[src/rtl/controle_bobc.sv]
// ---------------------------------------------------------------------------
// controle_bobc
//   Moore FSM that sequences a 16-bit polynomial datapath (RegX, RegS, RegH,
//   muxes M0/M1/M2 and ULA) so that it evaluates one of four functions of X
//   by Horner's scheme, with one ULA operation per cycle:
//     modo 00 : A*X^2 + B*X + C
//     modo 01 : A*X + B
//     modo 10 : X^2
//     modo 11 : 0 (clear)
//   Every control output is decoded from the state register alone.
//
// Ports
//   ck       in   1      clock, rising edge
//   rst      in   1      synchronous active-low reset
//   inicio   in   1      start request, sampled only in IDLE
//   modo     in   2      function select, captured together with inicio
//   lx       out  1      load RegX from NX
//   m0       out  2      M0 select: 00 Zero, 01 A, 10 B, 11 C
//   m1       out  2      M1 select: 00 outm0, 01 RegX, 10 RegS, 11 RegH
//   m2       out  2      M2 select: 00 RegX, 01 outm0, 10 RegS, 11 RegH
//   h        out  1      ULA op: 0 add, 1 multiply (low 16 bits)
//   ls       out  1      load RegS from the ULA result
//   lh       out  1      load RegH from the ULA result
//   pronto   out  1      one-cycle pulse, result valid in RegS
//   ocupado  out  1      high in every state except IDLE
//   n_ops    out  CNT_W  completed-computation count, wraps
// ---------------------------------------------------------------------------
module controle_bobc #(
    parameter int unsigned CNT_W = 8
) (
    input  logic             ck,
    input  logic             rst,
    input  logic             inicio,
    input  logic [1:0]       modo,
    output logic             lx,
    output logic [1:0]       m0,
    output logic [1:0]       m1,
    output logic [1:0]       m2,
    output logic             h,
    output logic             ls,
    output logic             lh,
    output logic             pronto,
    output logic             ocupado,
    output logic [CNT_W-1:0] n_ops
);

    typedef enum logic [3:0] {
        StIdle  = 4'd0,
        StLoadX = 4'd1,
        StE1    = 4'd2,
        StE2    = 4'd3,
        StE3    = 4'd4,
        StE4    = 4'd5,
        StSq    = 4'd6,
        StClr   = 4'd7,
        StDone  = 4'd8
    } state_e;

    state_e           state_q, state_d;
    logic [1:0]       modo_q, modo_d;
    logic [CNT_W-1:0] n_ops_q, n_ops_d;

    always_ff @(posedge ck) begin
        if (!rst) begin
            state_q <= StIdle;
            modo_q  <= 2'b00;
            n_ops_q <= '0;
        end else begin
            state_q <= state_d;
            modo_q  <= modo_d;
            n_ops_q <= n_ops_d;
        end
    end

    // Next state. modo is captured only on an accepted start, so it stays
    // stable for the whole run whatever the host does meanwhile.
    always_comb begin
        state_d = StIdle;
        modo_d  = modo_q;
        n_ops_d = n_ops_q;
        case (state_q)
            StIdle: begin
                if (inicio) begin
                    modo_d  = modo;
                    state_d = StLoadX;
                end
            end
            StLoadX: begin
                unique case (modo_q)
                    2'b00, 2'b01: state_d = StE1;
                    2'b10:        state_d = StSq;
                    default:      state_d = StClr;
                endcase
            end
            StE1:    state_d = StE2;
            StE2:    state_d = (modo_q == 2'b00) ? StE3 : StDone;
            StE3:    state_d = StE4;
            StE4:    state_d = StDone;
            StSq:    state_d = StDone;
            StClr:   state_d = StDone;
            StDone: begin
                // inicio is deliberately not looked at here.
                n_ops_d = n_ops_q + CNT_W'(1);
                state_d = StIdle;
            end
            // Unused encodings recover to IDLE.
            default: state_d = StIdle;
        endcase
    end

    // Moore output decode.
    always_comb begin
        lx      = 1'b0;
        m0      = 2'b00;
        m1      = 2'b00;
        m2      = 2'b00;
        h       = 1'b0;
        ls      = 1'b0;
        lh      = 1'b0;
        pronto  = 1'b0;
        ocupado = 1'b1;
        case (state_q)
            StLoadX: lx = 1'b1;
            StE1: begin                 // H = A * X
                m0 = 2'b01;
                m1 = 2'b00;
                m2 = 2'b00;
                h  = 1'b1;
                lh = 1'b1;
            end
            StE2: begin                 // S = H + B
                m0 = 2'b10;
                m1 = 2'b11;
                m2 = 2'b01;
                ls = 1'b1;
            end
            StE3: begin                 // H = S * X
                m1 = 2'b10;
                m2 = 2'b00;
                h  = 1'b1;
                lh = 1'b1;
            end
            StE4: begin                 // S = H + C
                m0 = 2'b11;
                m1 = 2'b11;
                m2 = 2'b01;
                ls = 1'b1;
            end
            StSq: begin                 // S = X * X
                m1 = 2'b01;
                m2 = 2'b00;
                h  = 1'b1;
                ls = 1'b1;
            end
            StClr: begin                // S = 0 + 0
                m0 = 2'b00;
                m1 = 2'b00;
                m2 = 2'b01;
                ls = 1'b1;
            end
            StDone:  pronto = 1'b1;
            default: ocupado = 1'b0;    // IDLE and unused encodings
        endcase
    end

    assign n_ops = n_ops_q;

endmodule

[config.mk]
export PLATFORM = sky130hd
export DESIGN_NAME = controle_bobc
export DESIGN_NICKNAME = d
export VERILOG_FILES = /design/src/rtl/controle_bobc.sv
export SDC_FILE = /design/constraint.sdc
export NUM_CORES = 1
export LEC_CHECK = 0
export ABC_AREA = 1
export CORE_MARGIN = 5
export CORE_UTILIZATION = 40
export CTS_CLUSTER_SIZE = 24
export DETAILED_ROUTE_END_ITERATION = 7
export PLACE_DENSITY = 0.79
export SYNTH_ARGS = -nofsm -noshare
export SYNTH_HDL_FRONTEND = slang
export SYNTH_SLANG_ARGS = --single-unit
[constraint.sdc]
create_clock -name ck -period 1.3 [get_ports ck]
set_clock_uncertainty 0.05 [all_clocks]
set_input_delay 0.26 -clock ck [delete_from_list [all_inputs] [get_ports ck]]
set_output_delay 0.26 -clock ck [all_outputs]
set_load 0.02 [all_outputs]
Word level (Yosys, flattened, before mapping)

Index checks and enable logic that the tools add are counted.

Output and inout port bits: 20
Bits in registers: 14
Logic and storage cells: 38

Eq/ne operators: 10
Muxes and demuxes: 13
Add/subtract/negate cells: 1
Reductions and logical operators: 11

Operators with widths:

| kind                                                                  | number |
|---|---|
| 4-bit case mux with 6 select lines                                    | 1 |
| 4-bit by 3-bit equality test with 1-bit output, second input constant | 4 |
| 2-bit case mux with 3 select lines                                    | 2 |
| 3-bit OR reduction                                                    | 3 |
| 8-bit by 1-bit adder with 8-bit output, second input constant         | 1 |
| 4-bit by 2-bit equality test with 1-bit output, second input constant | 2 |
| 1-bit 2-to-1 mux                                                      | 8 |
| 8-bit OR reduction                                                    | 1 |
| 3-bit case mux with 2 select lines                                    | 1 |
| 2-bit OR reduction                                                    | 3 |
| 4-bit by 1-bit equality test with 1-bit output, second input constant | 1 |
| 4-bit equality test, second input constant                            | 1 |
| 4-bit logical NOT                                                     | 1 |
| 4-bit 2-to-1 mux                                                      | 1 |
| 4-bit OR reduction                                                    | 1 |
| 2-bit by 1-bit equality test with 1-bit output, second input constant | 1 |
| 2-bit equality test, second input constant                            | 1 |
| 2-bit logical NOT                                                     | 1 |
| 2-bit AND reduction                                                   | 1 |

Logic depth before layout (Yosys ltp)

Gate-level depths: netlist of run 1.

Word-level depth: 4
Gate-level depth with buffers: 7
Gate-level depth less buffers: 7

Worst setup path after synthesis of run 1

OpenSTA, ideal clock, no wires.

Path type: register to output
Start point: register state_q[3]
End point: output m1[0]
Data arrival time: 1.087 ns
Slack: -0.097 ns
Cell stages (with the launch flop): 6
Path through: dfxtp_1 nor2_2 nand3_1 nand2_1 inv_2 nand2_1

Longest elaborated chain between the ends: 3
Elaborated cells on any way between the ends: 6
Classes of those cells: eq/ne (4); mux (1); reduce/logical (1)

RTL lines:

| element                                                                                                                 | RTL line | source |
|---|---|---|
| start: declaration                                                                                                      | 59       | `state_e state_q, state_d;` |
| start signal: assignment                                                                                                | 65       | `state_q <= StIdle;` |
| start signal: assignment                                                                                                | 69       | `state_q <= state_d;` |
| 4-bit by 3-bit equality test with 1-bit output / 4-bit by 2-bit equality test with 1-bit output (equally long branches) | 122      | `case (state_q)` |
| 2-bit OR reduction (no source line)                                                                                     | n/a      |  |
| 2-bit case mux with 3 select lines *                                                                                    | 122      |  |
| end: declaration                                                                                                        | 37       | `output logic [1:0] m1,` |

Mark *: on every way between the ends. The rest lies on a longest branch, timed or not.

Worst setup path in the final report of run 1

Start point: register state_q[2]
End point: output lx

Longest elaborated chain between the ends: 2

RTL lines:

| element                                        | RTL line | source |
|---|---|---|
| 4-bit by 1-bit equality test with 1-bit output | 122      |  |
| 1-bit 2-to-1 mux                               | 122      |  |
| end: declaration                               | 35       | `output logic lx,` |

No other way between the ends.

==> flow_summary.yaml, run 1 <==
drt:
  first_pass_iters: 4
  drt_iter0_markers: 25
  drc: 0
  viasPerCell: 5.06
  post_drt_wl_per_cell_microns: 14.3
  ant_nets: 0
  drt_wl_total_microns: 2760
  num_vias: 976
worst_setup_path:
  path_class: "reg2out"
  crit_end: "lx"
  crit_family: "flip-flops"
  rr_endpoint: "state_q[1]"
  timing.rr.start: "state_q[2]"
  cp_slowest_cell: "dfxtp_4"
  crit_path_end_kind: "primary output"
  cp_max_fo: 4
  crit_cells: 4
  crit_chain: "nor2_4, buf_4, and3_1, buf_4"
  start_kind: "flop"
  worstSetupStartpoint: "state_q[2]"
  r2r_slack_ns: -0.09
  cp_num_buf_inv: 2
  crit_top_cell: "buf_4"
  cp_data_arrival_time_ns: 1.37
  critPathRequiredTime_ns: 0.99
  cpPeakStageDelay_ns: 0.38
  worstRegToRegCells: 7
grt:
  grt_antenna_before_repair: 0
  grt_max_degree: 9
  grt_pass1_vias: 928
  grtUsageTotal_pct: 20.9
  grt-ovfl-total: 0
  grt_first_pass_wirelength_microns: 4250
logic_synthesis:
  yosys-top-cells-area: "dfxtp_1 (37%), nand2_1 (13%), inv_1 (7.5%), nor2_1 (7.5%), nand3_1 (6.0%)"
  synth_top_area_share_pct: 37.2
  ys_seq_area_share_pct: 37.2
  ys_types: 19
  yosysTopAreaCell: "dfxtp_1"
  synth_warnings: 0
  synth.net_count: 122
  netlist_area_sq_um: 753
  syn_inst: 116
  avgSynthCellArea_sq_um: 6.49
  synth.ff_latch_count: 14
power_and_ir_drop:
  total_power_w: 0.00163
  ir_drop_mv: 0.954
  power-per-cell-area_nw_per_um2: 1180
  p_leak_nw: 0.695
final_layout:
  drive_gt1_share_pct: 48.8
  layout_commonest_cell: "buf_4"
  diodes: 0
  area_delta_synth_final_pct: 83.7
  nNetsFinal: 175
  final_cell_mix: "buf_4 (26), nand2_1 (18), inv_1 (13)"
  n_fill_cell: 113
  fin_area_sq_um: 1380
  finish.utilization_pct: 78.4
placement:
  gp_congestion: 0.983
  dpl_cell_area_sq_um: 1160
  portBuffers: 23
  dpl.hpwl_microns: 1580
clock_network:
  cts-root-buf: "clkbuf_4"
  cts_sinks: 14
  cts_tree: "done"
  clockBufferDepth: 2
  cts_made_buffers: 3
  cts_max_level: 1
  clk_latency_ns: 0.29
  clkTransAtPathRegs_ns: 0.10
timing:
  fin_crit_sh_pct: 129
  setup_viol: 17
  hold_viol: 0
  layout_setup_ws_ns: -0.382
  slew_viol_final: 0
  fmax_mhz: 594
  post-route-min-period_ns: 1.68
  rsz0062_at_grt: "true"
  setup_tns_ns: -3.66
floorplanning:
  ios: 25
  coreArea_sq_um: 1760
  initial_core_util_pct: 42.7
  die_area_sq_um: 2850
  fp-row-count: 15
  die_y_microns: 53.4
  fp.dieW_microns: 53.4
outcome:
  failed_checks: "negative setup slack"
  status: "complete, but fails checks"
min_path:
  min_path_type: "reg2reg"
  hold_start: "modo_q[0]"
flow_run:
  maxCapViolCount: 0
layer usage:
metal | up-vias | global-route usage [%] | part of all wire (%)
met5 | - | 0 | 0
met4 | 0 | 11.9 | 4.9
met3 | 13 | 4.51 | 6.2
met2 | 39 | 34.1 | 48
met1 | 449 | 24.8 | 41
li1 | 475 | - | -
metrics by stage:
stage               hold slack (ns)  setup slack, ns  std cells
CTS                           0.427           -0.364        190
floorplan                     0.347          -0.0174        116
global placement              0.402           -0.502        181
finish                        0.428           -0.382        193
global route                  0.444           -0.426        193
detailed placement            0.412           -0.536        181
final cells by class:
type	instances	area, sq um	area share (%)
clock buffers	4	36.3	2.62
inverters	22	87.6	6.33
multi-input cells	78	497	35.9
flip-flops and latches	14	295	21.3
well taps	25	31.3	2.26
repair buffers	50	437	31.6
kinds of logic (layout without fill, tap and decap cells):
kind of cell             Yosys count  in the layout  share of synthesized area [%]
other                              1              1                          0.498
XOR/XNOR                           1              1                           1.16
AO/OA/AOI/OAI                     14             14                           9.80
buffers and inverters             24             76                           13.0
flip-flops                        14             14                           37.2
AND/OR/NAND/NOR                   61             61                           36.7
adder cells (fa/ha/maj)            1              1                           1.66
sequential cells by signal, summed over array words and instances (netlist names):
register / cells
modo_q: 2
n_ops: 8
state_q: 4
where the power goes:
group	leakage [nW]	internal (W)	total [W]	switching, W
Sequential	0.117	0.000468	0.000523	0.0000554
Combinational	0.557	0.000368	0.000778	0.000410
Clock	0.0210	0.000171	0.000330	0.000159
worst min-delay path by stage:
stage	to	cells after the start	slack [ns]
3_5_place_dp	modo_q[0]	2	0.41
2_1_floorplan	state_q[3]	2	0.35
6_report	modo_q[0]	2	0.43
4_1_cts	modo_q[0]	2	0.43
3_3_place_gp	modo_q[0]	2	0.40
5_1_grt	modo_q[0]	2	0.44
cell usage after synthesis:
| cell | count |
|---|---|
| dfxtp_1 | 14 |
| and3_1 | 1 |
| buf_4 | 2 |
| a21boi_1 | 1 |
| xor2_1 | 1 |
| nand3_1 | 9 |
| nand2_1 | 27 |
| nand4_1 | 5 |
| inv_2 | 7 |
| nor2_1 | 15 |
| conb_1 | 1 |
| nor2_2 | 2 |
| o21ai_1 | 6 |
| inv_1 | 15 |
| nor2_4 | 1 |
| nand4_2 | 1 |
| ha_1 | 1 |
| a31oi_1 | 1 |
| a21oi_1 | 6 |
worst min-delay path: stages (launching register included):
cell	delay [ns]
dfxtp_1	0.34
inv_1	0.05
a21oi_1	0.05
what timing repair did:
| action | CTS | global route |
|---|---|---|
| setup buffers | 5 | 3 |
| cloned | 0 | 0 |
| endpoints found under the setup margin | 20 | 26 |
| hold buffers | 0 | 0 |
| pin swaps | 5 | 8 |
| endpoints found under the hold margin | 0 | 0 |
| resized for setup | 98 | 18 |
Note: power is estimated with default switching activity, not from simulation.
==> inputs of run 2 (changes only) <==
--- a/config.mk
+++ b/config.mk
@@ -6,7 +6,6 @@
 export NUM_CORES = 1
 export LEC_CHECK = 0
 export ABC_AREA = 1
-export CORE_MARGIN = 5
 export CORE_UTILIZATION = 40
 export CTS_CLUSTER_SIZE = 24
 export DETAILED_ROUTE_END_ITERATION = 7
==> run 2 against run 1 <==
- fmax grew 2.7%
- combinational power is 15% lower
- sequential power is 1% higher
- the run still ends with negative setup slack left
- sequential share of layout area rose by 1.3 points
- wire length is 17% lower
==> flow_summary.yaml, run 2 (synthesized netlist as in run 1, its figures left out) <==
power_and_ir_drop:
  seqPwrFrac_pct: 34.8
  combPwrFrac_pct: 43.7
  power-per-cell-area_nw_per_um2: 1180
  p_sw_share_pct: 37.3
  pwr-share-clk_pct: 21.5
  p_leak_nw: 0.636
  switchingPower_w: 0.000567
  ir_drop_mv: 0.902
  p_int_w: 0.000953
clock_network:
  clockBufferDepth: 2
  cts_sinks: 14
  cts-root-buf: "clkbuf_4"
  clkTransAtPathRegs_ns: 0.10
  cts_tree: "done"
  cts_max_level: 1
  clk_latency_ns: 0.29
  cts_made_buffers: 3
flow_run:
  maxCapViolCount: 0
final_layout:
  layoutNonFillerInstCount: 187
  diodes: 0
  layout_commonest_cell: "buf_4"
  drive_gt1_share_pct: 43.8
  fin_area_sq_um: 1290
  nNetsFinal: 169
  n_fill_cell: 126
  final_cell_mix: "buf_4 (24), nand2_1 (19), inv_1 (14)"
  area_delta_synth_final_pct: 71.6
  largest_reg_flops: 8
worst_setup_path:
  path_class: "reg2out"
  crit_path_end_kind: "primary output"
  critPathRequiredTime_ns: 0.99
  start_kind: "flop"
  cp_data_arrival_time_ns: 1.33
  cp_max_fo: 4
placement:
  dpl.hpwl_microns: 1550
  dpl_cell_area_sq_um: 1160
  post-place-ws_ns: -0.557
  place_inst: 181
  portBuffers: 23
  gp_congestion: 0.852
timing:
  post-route-min-period_ns: 1.64
  slew_viol_final: 0
  rsz0062_at_grt: "true"
  setup_viol: 14
  holdWs_ns: 0.424
  setup_tns_ns: -2.84
  layout_setup_ws_ns: -0.338
  fin_crit_sh_pct: 126
  fmax_mhz: 610
  hold_viol: 0
grt:
  grt_max_degree: 9
  grt_antenna_before_repair: 0
  grt_first_pass_wirelength_microns: 3460
  grt-ovfl-total: 0
  grtUsageTotal_pct: 23.6
  grt_pass1_vias: 816
floorplanning:
  ios: 25
  die_area_sq_um: 2060
  fp-row-count: 15
  coreArea_sq_um: 1750
  fp.dieW_microns: 45.4
  die_y_microns: 45.4
  initial_core_util_pct: 43.2
drt:
  viasPerCell: 4.96
  drt_iter0_markers: 50
  post_drt_wl_per_cell_microns: 12.2
  drc: 0
  ant_nets: 0
  first_pass_iters: 4
  num_vias: 928
  drt_wl_total_microns: 2290
outcome:
  failed_checks: "negative setup slack"
  status: "complete, but fails checks"
min_path:
  min_path_type: "reg2reg"
==> run 2: cell count changes in the layout (fill, tap and decap cells not counted), moves of 2 or more <==
| cell | previous run | this run |
|---|---|---|
| clkbuf_2 | 2 | 0 |
| nor2_2 | 4 | 1 |
| inv_4 | 2 | 0 |
| dlygate4sd2_1 | 3 | 1 |
| nor2_1 | 9 | 11 |
| buf_4 | 26 | 24 |
| clkdlybuf4s15_2 | 0 | 2 |
| nand3_4 | 2 | 0 |
| clkdlybuf4s15_1 | 3 | 5 |
| buf_6 | 12 | 8 |
==> run 2: routing by layer <==
| layer | routed length, microns | vias to the layer above | track usage [%] |
|---|---|---|---|
| li1 | - | 456 | - |
| met1 | 958 | 429 | 30.0 |
| met2 | 1140 | 41 | 38.3 |
| met3 | 172 | 2 | 7.14 |
| met4 | 13 | 0 | 6.67 |
| met5 | 0 | - | 0 |
==> run 2: cell type report <==
| cell class | count | area [sq um] | area share, % |
|---|---|---|---|
| clock buffer | 4 | 36.3 | 2.81 |
| inverter | 22 | 87.6 | 6.78 |
| multi-input combinational | 78 | 453 | 35.0 |
| sequential | 14 | 293 | 22.7 |
| tap | 25 | 31.3 | 2.42 |
| timing repair buffer | 44 | 392 | 30.3 |
==> run 2: worst paths after layout <==
check | start | end | slack, ns | cells after the start
worst max-delay path | state_q[3] | ocupado | -0.34 | 5
worst min-delay path | modo_q[0] | modo_q[0] | 0.42 | 2
worst max register to register | state_q[1] | n_ops[6] | -0.02 | 9
worst min register to register | modo_q[0] | modo_q[0] | 0.42 | 2
==> run 2: power by group through the flow <==
stage | registers (W) | clock network (W) | logic, W
floorplan | 0.000509 | 0 | 0.000293
global placement | 0.000510 | 0 | 0.000579
detailed placement | 0.000511 | 0 | 0.000591
CTS | 0.000514 | 0.000321 | 0.000656
global route | 0.000533 | 0.000358 | 0.000705
finish | 0.000529 | 0.000327 | 0.000665
==> run 2: what timing repair did <==
action,CTS,global route
setup endpoints to repair,20,24
pin swaps,1,4
buffers inserted,3,1
hold buffers,0,0
gates resized for setup,90,14
==> run 2: stage by stage <==
| step | utilization, % | total power, W |
|---|---|---|
| after floorplan | - | 0.000802 |
| after global placement | 66.5 | 0.00109 |
| after detailed placement | 66.5 | 0.00110 |
| after CTS | 72.3 | 0.00149 |
| after global routing | 74.1 | 0.00160 |
| final | 74.1 | 0.00152 |
==> run 2: critical path, cell delays in order, from the launching register on <==
cell	delay (ns)
dfxtp_4	0.38
nor2_4	0.14
nand3_2	0.12
a21boi_2	0.18
nand4_1	0.07
buf_4	0.14
==> inputs of run 3 (changes only) <==
--- a/config.mk
+++ b/config.mk
@@ -10,6 +10,7 @@
 export CTS_CLUSTER_SIZE = 24
 export DETAILED_ROUTE_END_ITERATION = 7
 export PLACE_DENSITY = 0.79
+export SLEW_MARGIN = 40
 export SYNTH_ARGS = -nofsm -noshare
 export SYNTH_HDL_FRONTEND = slang
 export SYNTH_SLANG_ARGS = --single-unit
==> results of run 3 <==
No change in the layout: final DEF, timing and power equal those of run 2.
